**src/rtl/alu_sequencer_pkg.sv**
```systemverilog
`default_nettype none
// ============================================================================
// Module   : alu_sequencer_pkg
// Purpose  : Shared ALU opcode and sequencer command encodings.
// Revision : 1.0 - initial release
// ============================================================================
package alu_sequencer_pkg;

  typedef enum logic [2:0] {
    ALU_ADD = 3'b000,
    ALU_SUB = 3'b001,
    ALU_AND = 3'b010,
    ALU_OR  = 3'b011,
    ALU_NOT = 3'b101,
    ALU_NOP = 3'b111
  } e_alu_op;

  typedef enum logic [2:0] {
    CMD_ADD = 3'b000,
    CMD_SUB = 3'b001,
    CMD_AND = 3'b010,
    CMD_OR  = 3'b011,
    CMD_EQ  = 3'b100,
    CMD_NEG = 3'b101,
    CMD_XOR = 3'b110,
    CMD_MUL = 3'b111
  } e_seq_cmd;

endpackage
`default_nettype wire

```
**src/rtl/alu_sequencer.sv**
```systemverilog
`default_nettype none
// ============================================================================
// Module   : alu_sequencer
// Purpose  : Multi-pass command sequencer driving an external combinational ALU.
// Revision : 1.0 - initial release
// ============================================================================
module alu_sequencer
  import alu_sequencer_pkg::*;
#(
  parameter int WORD = 8
) (
  input  logic            clk,
  input  logic            rst_n,
  input  logic            req_valid,
  output logic            req_ready,
  input  e_seq_cmd        req_cmd,
  input  logic [WORD-1:0] req_a,
  input  logic [WORD-1:0] req_b,
  output logic            rsp_valid,
  input  logic            rsp_ready,
  output logic [WORD-1:0] rsp_data,
  output logic            rsp_zero,
  output e_alu_op         alu_op,
  output logic [WORD-1:0] alu_a,
  output logic [WORD-1:0] alu_b,
  input  logic [WORD-1:0] alu_result,
  input  logic            alu_zero
);

  localparam int STEP_W = ($clog2(WORD) < 2) ? 2 : $clog2(WORD);
  localparam logic [STEP_W-1:0] c_mul_last = STEP_W'(WORD - 1);

  typedef enum logic [1:0] {
    S_IDLE = 2'd0,
    S_EXEC = 2'd1,
    S_RESP = 2'd2
  } state_t;

  state_t              r_state, w_state_next;
  e_seq_cmd            r_cmd;
  logic [WORD-1:0]     r_a, r_b, r_acc, r_aux;
  logic [STEP_W-1:0]   r_step;
  logic [WORD-1:0]     r_rsp_data;
  logic                r_rsp_zero;
  logic                w_last, w_to_aux;
  logic [WORD-1:0]     w_rsp_next;
  logic                w_unused_zero;

  assign w_unused_zero = alu_zero;
  assign rsp_data      = r_rsp_data;
  assign rsp_zero      = r_rsp_zero;
  assign w_rsp_next    = (r_cmd == CMD_EQ) ? {{(WORD-1){1'b0}}, (alu_result == '0)} : alu_result;

  always_ff @(posedge clk) begin
    if (!rst_n) r_state <= S_IDLE;
    else        r_state <= w_state_next;
  end

  always_comb begin
    w_state_next = r_state;
    req_ready    = 1'b0;
    rsp_valid    = 1'b0;
    alu_op       = ALU_NOP;
    alu_a        = '0;
    alu_b        = '0;
    w_last       = 1'b0;
    w_to_aux     = 1'b0;
    case (r_state)
      S_IDLE: begin
        req_ready = 1'b1;
        if (req_valid) w_state_next = S_EXEC;
      end
      S_EXEC: begin
        // One ALU pass per cycle, selected by (cmd, step).
        case (r_cmd)
          CMD_ADD: begin alu_op = ALU_ADD; alu_a = r_a; alu_b = r_b; w_last = 1'b1; end
          CMD_SUB: begin alu_op = ALU_SUB; alu_a = r_a; alu_b = r_b; w_last = 1'b1; end
          CMD_AND: begin alu_op = ALU_AND; alu_a = r_a; alu_b = r_b; w_last = 1'b1; end
          CMD_OR:  begin alu_op = ALU_OR;  alu_a = r_a; alu_b = r_b; w_last = 1'b1; end
          CMD_EQ:  begin alu_op = ALU_SUB; alu_a = r_a; alu_b = r_b; w_last = 1'b1; end
          CMD_NEG: begin
            if (r_step == '0) begin
              alu_op = ALU_NOT; alu_b = r_a;
            end else begin
              alu_op = ALU_ADD; alu_a = r_acc; alu_b = WORD'(1); w_last = 1'b1;
            end
          end
          CMD_XOR: begin
            case (r_step)
              STEP_W'(0): begin alu_op = ALU_AND; alu_a = r_a; alu_b = r_b; end
              STEP_W'(1): begin alu_op = ALU_NOT; alu_b = r_acc; end
              STEP_W'(2): begin alu_op = ALU_OR;  alu_a = r_a; alu_b = r_b; w_to_aux = 1'b1; end
              default:    begin alu_op = ALU_AND; alu_a = r_acc; alu_b = r_aux; w_last = 1'b1; end
            endcase
          end
          CMD_MUL: begin
            alu_a = r_acc;
            if (r_b[r_step]) begin
              alu_op = ALU_ADD;
              alu_b  = r_a << r_step;
            end
            w_last = (r_step == c_mul_last);
          end
          default: w_last = 1'b1;
        endcase
        if (w_last) w_state_next = S_RESP;
      end
      S_RESP: begin
        rsp_valid = 1'b1;
        if (rsp_ready) w_state_next = S_IDLE;
      end
      default: w_state_next = S_IDLE;
    endcase
  end

  always_ff @(posedge clk) begin
    if (!rst_n) begin
      r_cmd      <= CMD_ADD;
      r_a        <= '0;
      r_b        <= '0;
      r_acc      <= '0;
      r_aux      <= '0;
      r_step     <= '0;
      r_rsp_data <= '0;
      r_rsp_zero <= 1'b0;
    end else begin
      case (r_state)
        S_IDLE: begin
          if (req_valid) begin
            r_cmd  <= req_cmd;
            r_a    <= req_a;
            r_b    <= req_b;
            r_acc  <= '0;
            r_aux  <= '0;
            r_step <= '0;
          end
        end
        S_EXEC: begin
          if (w_to_aux) r_aux <= alu_result;
          else          r_acc <= alu_result;
          if (w_last) begin
            r_rsp_data <= w_rsp_next;
            r_rsp_zero <= (w_rsp_next == '0);
          end else begin
            r_step <= r_step + STEP_W'(1);
          end
        end
        default: ;
      endcase
    end
  end

endmodule
`default_nettype wire
```
**config.mk**
```make
export PLATFORM = sky130hd
export DESIGN_NAME = alu_sequencer
export DESIGN_NICKNAME = d
export VERILOG_FILES = /design/src/rtl/alu_sequencer_pkg.sv /design/src/rtl/alu_sequencer.sv
export SDC_FILE = /design/constraint.sdc
export NUM_CORES = 1
export LEC_CHECK = 0
export ABC_AREA = 1
export BUFFER_PORTS_ARGS = -buffer_cell sky130_fd_sc_hd__buf_2
export CORE_ASPECT_RATIO = 1.2
export CORE_UTILIZATION = 49
export DETAILED_ROUTE_END_ITERATION = 8
export PLACE_DENSITY = 0.75
export SETUP_SLACK_MARGIN = 0.3
export SKIP_CTS_REPAIR_TIMING = 1
export SLEW_MARGIN = 20
export SYNTH_ARGS = -nofsm -noshare
export SYNTH_HDL_FRONTEND = slang
export SYNTH_SLANG_ARGS = --single-unit
```
**constraint.sdc**
```tcl
create_clock -name clk -period 2.3 [get_ports clk]
set_input_delay 0.575 -clock clk [delete_from_list [all_inputs] [get_ports clk]]
set_output_delay 0.575 -clock clk [all_outputs]
set_load 0.01 [all_outputs]
```
==> results of run 1 <==
==> routing by layer <==
metal / share of wire / vias up / track usage
met5: 0 / - / 0
met4: 0.026 / 0 / 0.109
met3: 0.063 / 22 / 0.0576
met2: 0.50 / 123 / 0.510
met1: 0.41 / 1499 / 0.341
li1: - / 1680 / -
==> kinds of logic (layout without fill, tap and decap cells) <==
group                      count (synthesis)  in the layout  synth area share
DFF                                       49             49             0.341
adders and majority gates                  5              5            0.0218
and+or+nand+nor                          232            232             0.339
buffers and inverters                     64            146            0.0853
AOI/OAI and AO/OA                        115            115             0.213
==> sequential cells by signal, summed over array words and instances, names as in the netlist <==
register,count
r_b,8
rsp_zero,1
r_a,8
rsp_data,8
r_step,3
r_aux,8
r_state,2
r_cmd,3
r_acc,8
==> worst max path at each step <==
stage	from	to	slack, ns	cells after the start
5_1_grt	r_cmd[0]	alu_a[1]	-0.26	7
4_1_cts	r_step[1]	alu_b[1]	-0.32	11
3_5_place_dp	r_step[1]	alu_b[1]	0.03	11
6_report	r_step[0]	alu_a[7]	-0.17	8
3_3_place_gp	r_step[1]	alu_b[1]	0.06	11
2_1_floorplan	r_step[0]	alu_b[2]	0.16	11
==> through the flow <==
step	setup TNS (ns)	util	std cells	setup WS (ns)
floorplan	0	-	465	0.156
global placement	0	0.611	609	0.0562
detailed placement	0	0.611	609	0.0317
CTS	-3.52	0.631	617	-0.317
global route	-3.77	0.657	627	-0.256
finish	-2.19	0.657	627	-0.168
==> cells in the mapped netlist <==
cell type	count
nand4_1	2
ha_1	5
o211ai_1	3
nand3_2	1
buf_2	4
nand2_1	90
a21oi_1	44
o21ai_2	4
inv_1	39
and2_1	1
a211oi_1	1
dfxtp_1	49
nor2_1	93
inv_2	9
nor3_1	1
nand2_2	1
o21ai_1	11
o311ai_0	1
clkbuf_1	11
a21boi_1	1
nand3_4	2
o21ai_0	48
nor3_2	1
nand3_1	38
a22oi_1	2
nor2_2	2
clkinv_1	1
==> report_power, final <==
group          total [W]  internal, W  leakage, nW  switching [W]
clock network   0.000632     0.000327       0.0554       0.000305
registers        0.00100     0.000926        0.406      0.0000750
logic           0.000628     0.000244         1.27       0.000385
==> cell type report <==
cell class / instances / share of cell area
multi-input cells: 352 / 0.483
clock buffers: 6 / 0.0195
flip-flops and latches: 49 / 0.265
well taps: 80 / 0.0269
repair buffers: 89 / 0.143
clock inverters: 2 / 0.0104
inverters: 49 / 0.0520
==> critical path, cell delays in order, from the launching register on <==
cell and delay, ns:
dfxtp_4 0.40, inv_6 0.05, ha_4 0.17, o21ai_4 0.23, nand3_4 0.18, nand3_4 0.18, nand2_2 0.07, a21oi_2 0.14
buf_2 0.15
==> impl_metrics.py, run 1 <==
metrics = {
    "global_route": {
        "grt_pass1_vias": 3002,
        "grt_pass1_wl_um": 13900,
        "track_usage": 0.288,
        "grt_start_max_net_pins": 25,
        "antenna_found_initial": 0,
        "grt_overflow": 0,
    },
    "floorplan": {
        "row_count": 30,
        "pin_count": 62,
        "die_area_sq_mm": 0.00618,
        "start_util": 0.507,
        "core_sq_mm": 0.00567,
        "die_y_um": 85.9,
        "die_x_um": 71.9,
    },
    "worst_setup_path": {
        "required_ns": 1.73,
        "r2r-start": "r_step[0]",
        "r2r_slack_ns": 0.40,
        "rr_worst_depth": 10,
        "cp_max_fo": 8,
        "r2r-end": "rsp_data[6]",
        "arrival_ns": 1.89,
        "crit_path_end_kind": "output port",
        "startpoint_type": "register",
        "path_class": "reg -> out",
    },
    "clocking": {
        "tritoncts": "done",
        "cts.path.max_buffers": 2,
        "cts_made_buffers": 5,
        "root_buffer": "clkbuf_8",
        "path_clk_slew_ns": 0.09,
        "clk_latency_ns": 0.31,
        "htree_levels": 2,
        "clkSinkCount": 49,
    },
    "route": {
        "drtPass1Iterations": 5,
        "drc": 0,
        "avgViaCountPerCell": 5.30,
        "vias": 3324,
        "wirelength_um": 8830,
        "drtIter0Drc": 241,
        "wl_per_cell_um": 14.1,
        "ant_nets": 0,
    },
    "layout": {
        "fin_area_sq_mm": 0.00373,
        "antenna_cells": 0,
        "multi_input_area_sq_mm": 0.00180,
        "nNetsFinal": 583,
        "area_growth_pct": 29.6,
        "drive_gt1_frac": 0.282,
        "mostFrequentLayoutCells": "nor2_1 (87), nand2_1 (85), buf_2 (60), o21ai_0 (47), dfxtp_1 (46)",
        "fill_cells": 542,
        "final_common_cell": "nor2_1",
        "regArea_sq_um": 987,
    },
    "yosys": {
        "synthCells": 465,
        "syn_nets": 502,
        "syn_area_sq_mm": 0.00288,
        "avgSynthCellArea_sq_um": 6.18,
        "ys_ff_latch": 49,
        "seq_area_frac_synth": 0.341,
        "synth_area_leaders": "dfxtp_1 (34%), nor2_1 (12%), nand2_1 (12%), o21ai_0 (8.4%), a21oi_1 (7.7%)",
        "yosys_warnings": 0,
        "yosysUniqueCellTypes": 27,
        "synth_top_area_frac": 0.341,
        "yosysTopAreaCell": "dfxtp_1",
    },
    "sta": {
        "finalHoldViolations": 0,
        "fmax_ghz": 0.405,
        "hold_ws_ns": 0.465,
        "setup_ws_ns": -0.168,
        "tightest_slew_ns": 0.514,
        "period_needed_ns": 2.47,
        "grt_setup_unrepaired": "yes",
        "setup_violations": 17,
        "max-slew-margin-rel": 0.656,
        "fin_worst_skew_ns": 0.00611,
        "slew_viol_final": 0,
        "fin_crit_sh": 1.07,
    },
    "min_path": {
        "min_path_type": "reg -> reg",
        "hold_start": "r_aux[4]",
        "hold_depth": 2,
        "worstHoldEndpoint": "r_aux[4]",
    },
    "place": {
        "portBuffers": 60,
        "dp_hpwl_um": 6620,
        "place_area_sq_mm": 0.00346,
        "place.gp.congestion": 0.955,
    },
    "power_and_ir_drop": {
        "p_total_w": 0.00226,
        "ir_drop_uv": 368,
        "power.density_mw_per_mm2": 607,
        "power_leakage_nw": 1.73,
    },
    "job": {
        "maxCapViolations": 0,
    },
    "outcome": {
        "status": "finished with violations",
        "violations": "setup timing",
    },
}
Power figures use the tool's default switching activity.
==> inputs of run 2 (changes only) <==
- CORE_UTILIZATION: 49 -> 55
- PLACE_DENSITY: 0.75 -> 0.8
- clock period: 2.3 -> 2.6 ns (I/O delays scaled with it)
==> run 2 against run 1 <==
The run now ends clean. Core utilization is 8.6 points higher. Via count increased by 2.4%. Clock skew up 0.0014 ns. Register-to-register slack improved by 0.25 ns. Clock power shrank 26%. Count of clock-buffer cells in the layout is 1 lower. Worst setup slack improved by 0.18 ns. Non-clock buffer count is 8 lower. Die area is 11% lower. Critical path type unchanged. Critical endpoint is now alu_a[0]. Largest cell class unchanged.
==> impl_metrics.py, run 2 (synthesis results as in run 1) <==
metrics = {
    "outcome": {
        "status": "completed",
    },
    "clocking": {
        "cts_made_buffers": 5,
        "path_clk_slew_ns": 0.10,
        "htree_levels": 2,
        "cts.path.max_buffers": 2,
        "clkSinkCount": 49,
        "clk_latency_ns": 0.31,
        "root_buffer": "clkbuf_8",
        "tritoncts": "done",
    },
    "global_route": {
        "antenna_found_initial": 0,
        "grt_start_max_net_pins": 45,
        "track_usage": 0.312,
        "grt_overflow": 0,
        "gr-max-usage-layer": "met2",
        "globalRouteMet3Util": 0.0435,
        "grt_pass1_wl_um": 13100,
        "grt_pass1_vias": 2891,
        "grt_use_met1": 0.375,
        "grtUsageMet2": 0.543,
    },
    "layout": {
        "final_common_cell": "nor2_1",
        "area_growth_pct": 28.5,
        "fill_cells": 433,
        "regArea_sq_um": 992,
        "nNetsFinal": 576,
        "drive_gt1_frac": 0.291,
        "multi_input_area_sq_mm": 0.00186,
        "antenna_cells": 0,
        "mostFrequentLayoutCells": "nor2_1 (86), nand2_1 (83), buf_2 (60), o21ai_0 (44), dfxtp_1 (44)",
    },
    "worst_setup_path": {
        "arrival_ns": 1.93,
        "path_class": "reg -> out",
        "startpoint_type": "register",
        "crit_path_end_kind": "output port",
        "cp_slowest_cell": "dfxtp_4",
        "r2r-start": "r_step[0]",
        "worstPathCellList": "inv_8 > ha_4 > o21ai_4 > nand3_4 > nand3_4 > nand2_2 > a21oi_2 > buf_2",
        "cp-startpoint": "r_step[0]",
        "rr_worst_depth": 11,
        "critical_path.max_stage_delay_ns": 0.41,
        "crit_end": "alu_a[0]",
        "required_ns": 1.95,
        "r2r_slack_ns": 0.65,
        "crit_top_cell": "nand3_4",
        "r2r-end": "rsp_data[4]",
        "cp_max_fo": 8,
    },
    "route": {
        "wirelength_um": 8810,
        "vias": 3405,
        "drc": 0,
        "drtIter0Drc": 216,
        "ant_nets": 0,
        "drtPass1Iterations": 5,
        "avgViaCountPerCell": 5.68,
        "wl_per_cell_um": 14.7,
    },
    "power_and_ir_drop": {
        "pwr-share-seq": 0.464,
        "clockPowerShare": 0.245,
        "p_total_w": 0.00192,
        "power_leakage_nw": 1.69,
        "sw_frac_of_total": 0.364,
        "p_sw_w": 0.000699,
        "combPwrFrac": 0.291,
        "power.density_mw_per_mm2": 519,
        "ir_drop_uv": 343,
        "p_int_w": 0.00122,
    },
    "sta": {
        "fin_crit_sh": 0.994,
        "finalHoldViolations": 0,
        "fin_worst_skew_ns": 0.00750,
        "tightest_slew_ns": 0.692,
        "setup_violations": 0,
        "finalSetupTns_ns": 0,
        "max-slew-margin-rel": 0.539,
        "slew_viol_final": 0,
        "hold_ws_ns": 0.468,
        "fmax_ghz": 0.387,
        "period_needed_ns": 2.58,
        "grt_setup_unrepaired": "yes",
        "setup_ws_ns": 0.0155,
    },
    "floorplan": {
        "row_count": 28,
        "die_x_um": 68.0,
        "start_util": 0.578,
        "pin_count": 62,
        "die_area_sq_mm": 0.00552,
        "core_sq_mm": 0.00497,
        "die_y_um": 81.2,
    },
    "place": {
        "portBuffers": 60,
        "place.gp.congestion": 0.943,
        "dp_hpwl_um": 6240,
        "dp_slack_ns": 0.123,
    },
    "job": {
        "maxCapViolations": 0,
    },
    "min_path": {
        "min_path_type": "reg -> reg",
    },
}
[run 2: how the worst min path moves through the flow]
stage               startpoint  endpoint  slack (ns)  depth (start not counted)
global placement      r_aux[5]  r_aux[5]        0.45                          2
CTS                   r_aux[6]  r_aux[6]        0.47                          2
floorplan             r_aux[3]  r_aux[3]        0.43                          2
global route          r_aux[6]  r_aux[6]        0.49                          2
finish                r_aux[6]  r_aux[6]        0.47                          2
detailed placement    r_aux[4]  r_aux[4]        0.45                          2
[run 2: per-layer routing]
| layer | routed length (um) | vias to the layer above | part of all wire |
|---|---|---|---|
| li1 | - | 1668 | - |
| met3 | 527 | 42 | 0.060 |
| met1 | 3550 | 1526 | 0.40 |
| met5 | 0 | - | 0 |
| met2 | 4360 | 169 | 0.49 |
| met4 | 374 | 0 | 0.042 |
[run 2: critical path: cells and delay by family, from the launching register on]
kind	cells	cell delay (ns)
buffers and inverters	2	0.20
DFF	1	0.41
AOI/OAI and AO/OA	2	0.40
and+or+nand+nor	3	0.45
adders and majority gates	1	0.17
[run 2: through the flow]
| stage | instance area [sq um] | util | cells |
|---|---|---|---|
| floorplan | 2980 | - | 465 |
| global placement | 3370 | 0.677 | 581 |
| detailed placement | 3370 | 0.677 | 581 |
| CTS | 3460 | 0.695 | 589 |
| global route | 3700 | 0.743 | 600 |
| finish | 3700 | 0.743 | 600 |
[run 2: cell type report]
class / count / share of cell area
multi-input cells: 353 / 0.504
flip-flops and latches: 49 / 0.268
repair buffers: 81 / 0.128
inverters: 49 / 0.0545
well taps: 60 / 0.0203
clock buffers: 5 / 0.0186
clock inverters: 3 / 0.00575
[run 2: power by group through the flow]
stage                     clock network, W  registers, W  logic (W)
after CTS                         0.000480      0.000880   0.000487
final                             0.000470      0.000891   0.000559
after floorplan                          0      0.000882   0.000343
after detailed placement                 0      0.000897   0.000483
after global placement                   0      0.000895   0.000476
after global routing              0.000503      0.000898   0.000622
==> inputs of run 3 (changes only) <==
- PLACE_DENSITY: 0.8 -> 0.79
==> run 3 against run 2 <==
The flow now finishes with violations (setup timing). Combinational power fell by 1%. Worst setup slack got worse by 0.023 ns. Maximum frequency fell by 0.87%. Sequential share of layout area rose by 0.42 points. Count of clock-buffer cells in the layout rose by 1. Total power rose by 0.61%. Sequential cell count did not move. Via count fell by 0.94%. Critical path type unchanged. Critical endpoint is now alu_b[3]. Largest cell class unchanged. Largest power group unchanged. Highest routed layer unchanged.
==> impl_metrics.py, run 3 (synthesis results as in run 1) <==
metrics = {
    "route": {
        "wl_per_cell_um": 14.8,
        "ant_nets": 0,
        "drtIter0Drc": 347,
        "drc": 0,
        "avgViaCountPerCell": 5.67,
        "wirelength_um": 8780,
        "vias": 3373,
        "drtPass1Iterations": 5,
    },
    "power_and_ir_drop": {
        "pwr-share-seq": 0.460,
        "ir_drop_uv": 405,
        "p_int_w": 0.00124,
        "clockPowerShare": 0.254,
        "p_sw_w": 0.000691,
        "power.density_mw_per_mm2": 529,
        "sw_frac_of_total": 0.358,
        "combPwrFrac": 0.286,
        "power_leakage_nw": 1.68,
    },
    "clocking": {
        "clk_latency_ns": 0.31,
        "clkSinkCount": 49,
        "tritoncts": "done",
        "cts_made_buffers": 5,
        "root_buffer": "clkbuf_8",
        "htree_levels": 2,
        "path_clk_slew_ns": 0.09,
        "cts.path.max_buffers": 2,
    },
    "global_route": {
        "grt_pass1_wl_um": 13400,
        "grt_overflow": 0,
        "antenna_found_initial": 0,
        "track_usage": 0.321,
        "grt_start_max_net_pins": 45,
        "grt_pass1_vias": 2927,
    },
    "worst_setup_path": {
        "required_ns": 1.95,
        "worstPathCellList": "buf_8 > ha_4 > o21ai_4 > buf_6 > nand2_4 > nor2_2 > o21ai_1 > nand3_1 > nand2_1 > inv_1 > buf_2",
        "arrival_ns": 1.96,
        "worst-path-stages": 11,
        "cp_slowest_cell": "dfxtp_4",
        "rr_worst_depth": 12,
        "startpoint_type": "register",
        "path_class": "reg -> out",
        "critical_path.n_buffers_inverters": 4,
        "cpLargestDelayFamily": "buffers and inverters",
        "critical_path.max_stage_delay_ns": 0.37,
        "crit_path_end_kind": "output port",
        "cp_max_fo": 7,
    },
    "sta": {
        "period_needed_ns": 2.61,
        "fmax_ghz": 0.384,
        "setup_violations": 2,
        "tightest_slew_ns": 0.674,
        "grt_setup_unrepaired": "yes",
        "setup_ws_ns": -0.00711,
        "fin_crit_sh": 1.00,
        "finalHoldViolations": 0,
        "max-slew-margin-rel": 0.551,
        "slew_viol_final": 0,
        "fin_worst_skew_ns": 0.00441,
    },
    "floorplan": {
        "pin_count": 62,
        "start_util": 0.578,
        "die_area_sq_mm": 0.00552,
        "die_x_um": 68.0,
        "core_sq_mm": 0.00497,
        "row_count": 28,
        "die_y_um": 81.2,
    },
    "place": {
        "portBuffers": 60,
        "dp_slack_ns": 0.143,
        "dp_hpwl_um": 6040,
        "place.gp.congestion": 0.917,
    },
    "min_path": {
        "min_path_type": "reg -> reg",
        "hold_depth": 2,
    },
    "layout": {
        "antenna_cells": 0,
        "final_common_cell": "nor2_1",
        "regArea_sq_um": 995,
        "multi_input_area_sq_mm": 0.00184,
        "mostFrequentLayoutCells": "nor2_1 (86), nand2_1 (84), buf_2 (60), o21ai_0 (45), dfxtp_1 (44)",
        "drive_gt1_frac": 0.273,
        "fin_util": 0.733,
        "nNetsFinal": 571,
        "fill_cells": 427,
        "area_growth_pct": 26.9,
    },
    "outcome": {
        "status": "finished with violations",
        "violations": "setup timing",
    },
    "job": {
        "maxCapViolations": 0,
    },
}
-- run 3: changes by cell type in the layout (fill, tap and decap cells not counted), moves of 2 or more --
cell     delta
nand3_2     -3
a21oi_2     -2
o21ai_1     -2
buf_6       +2
nand3_1     +3
buf_4       -8
a21oi_1     +2
inv_2       +2
-- run 3: through the flow --
| stage | cell area (sq um) | std cells | setup TNS (ns) | hold slack [ns] | power, W |
|---|---|---|---|---|---|
| 6_report | 3650 | 595 | -0.00965 | 0.467 | 0.00193 |
| 5_1_grt | 3650 | 595 | -0.666 | 0.513 | 0.00203 |
| 4_1_cts | 3450 | 587 | -2.63 | 0.468 | 0.00185 |
| 3_5_place_dp | 3350 | 579 | 0 | 0.450 | 0.00138 |
| 3_3_place_gp | 3350 | 579 | 0 | 0.448 | 0.00137 |
| 2_1_floorplan | 2980 | 465 | 0 | 0.430 | 0.00123 |
-- run 3: worst reg2reg max path, cell delays in order (launching register included) --
cell and delay (ns):
dfxtp_4 0.37, buf_8 0.13, buf_4 0.12, ha_1 0.17, ha_1 0.17, inv_1 0.05
nor2_1 0.04, nor2_1 0.16, nand3_2 0.18, nand2_2 0.22, inv_2 0.09, nor2_1 0.10
nor2_1 0.05
-- run 3: layer usage --
layer | routed length (um) | global-route usage
met5 | 0 | 0
met4 | 257 | 0.138
met3 | 663 | 0.0463
met2 | 4280 | 0.537
met1 | 3580 | 0.401
-- run 3: worst paths after layout --
path | startpoint | end | slack (ns)
max | r_step[1] | alu_b[3] | -0.007
min | rsp_data[2] | rsp_data[2] | 0.47
max reg2reg | r_step[1] | rsp_data[5] | 0.66
min reg2reg | rsp_data[2] | rsp_data[2] | 0.47
-- run 3: power by group through the flow --
stage	logic, W	registers (W)	clock network [W]
final	0.000552	0.000889	0.000490
after global routing	0.000616	0.000897	0.000520
after CTS	0.000483	0.000880	0.000491
after detailed placement	0.000479	0.000897	0
after global placement	0.000471	0.000895	0
after floorplan	0.000343	0.000882	0
-- run 3: area by class of cell --
class,instances,area share
clock inverters,2,0.00377
inverters,49,0.0525
multi-input cells,353,0.503
clock buffers,6,0.0226
well taps,60,0.0206
flip-flops and latches,49,0.273
repair buffers,76,0.125
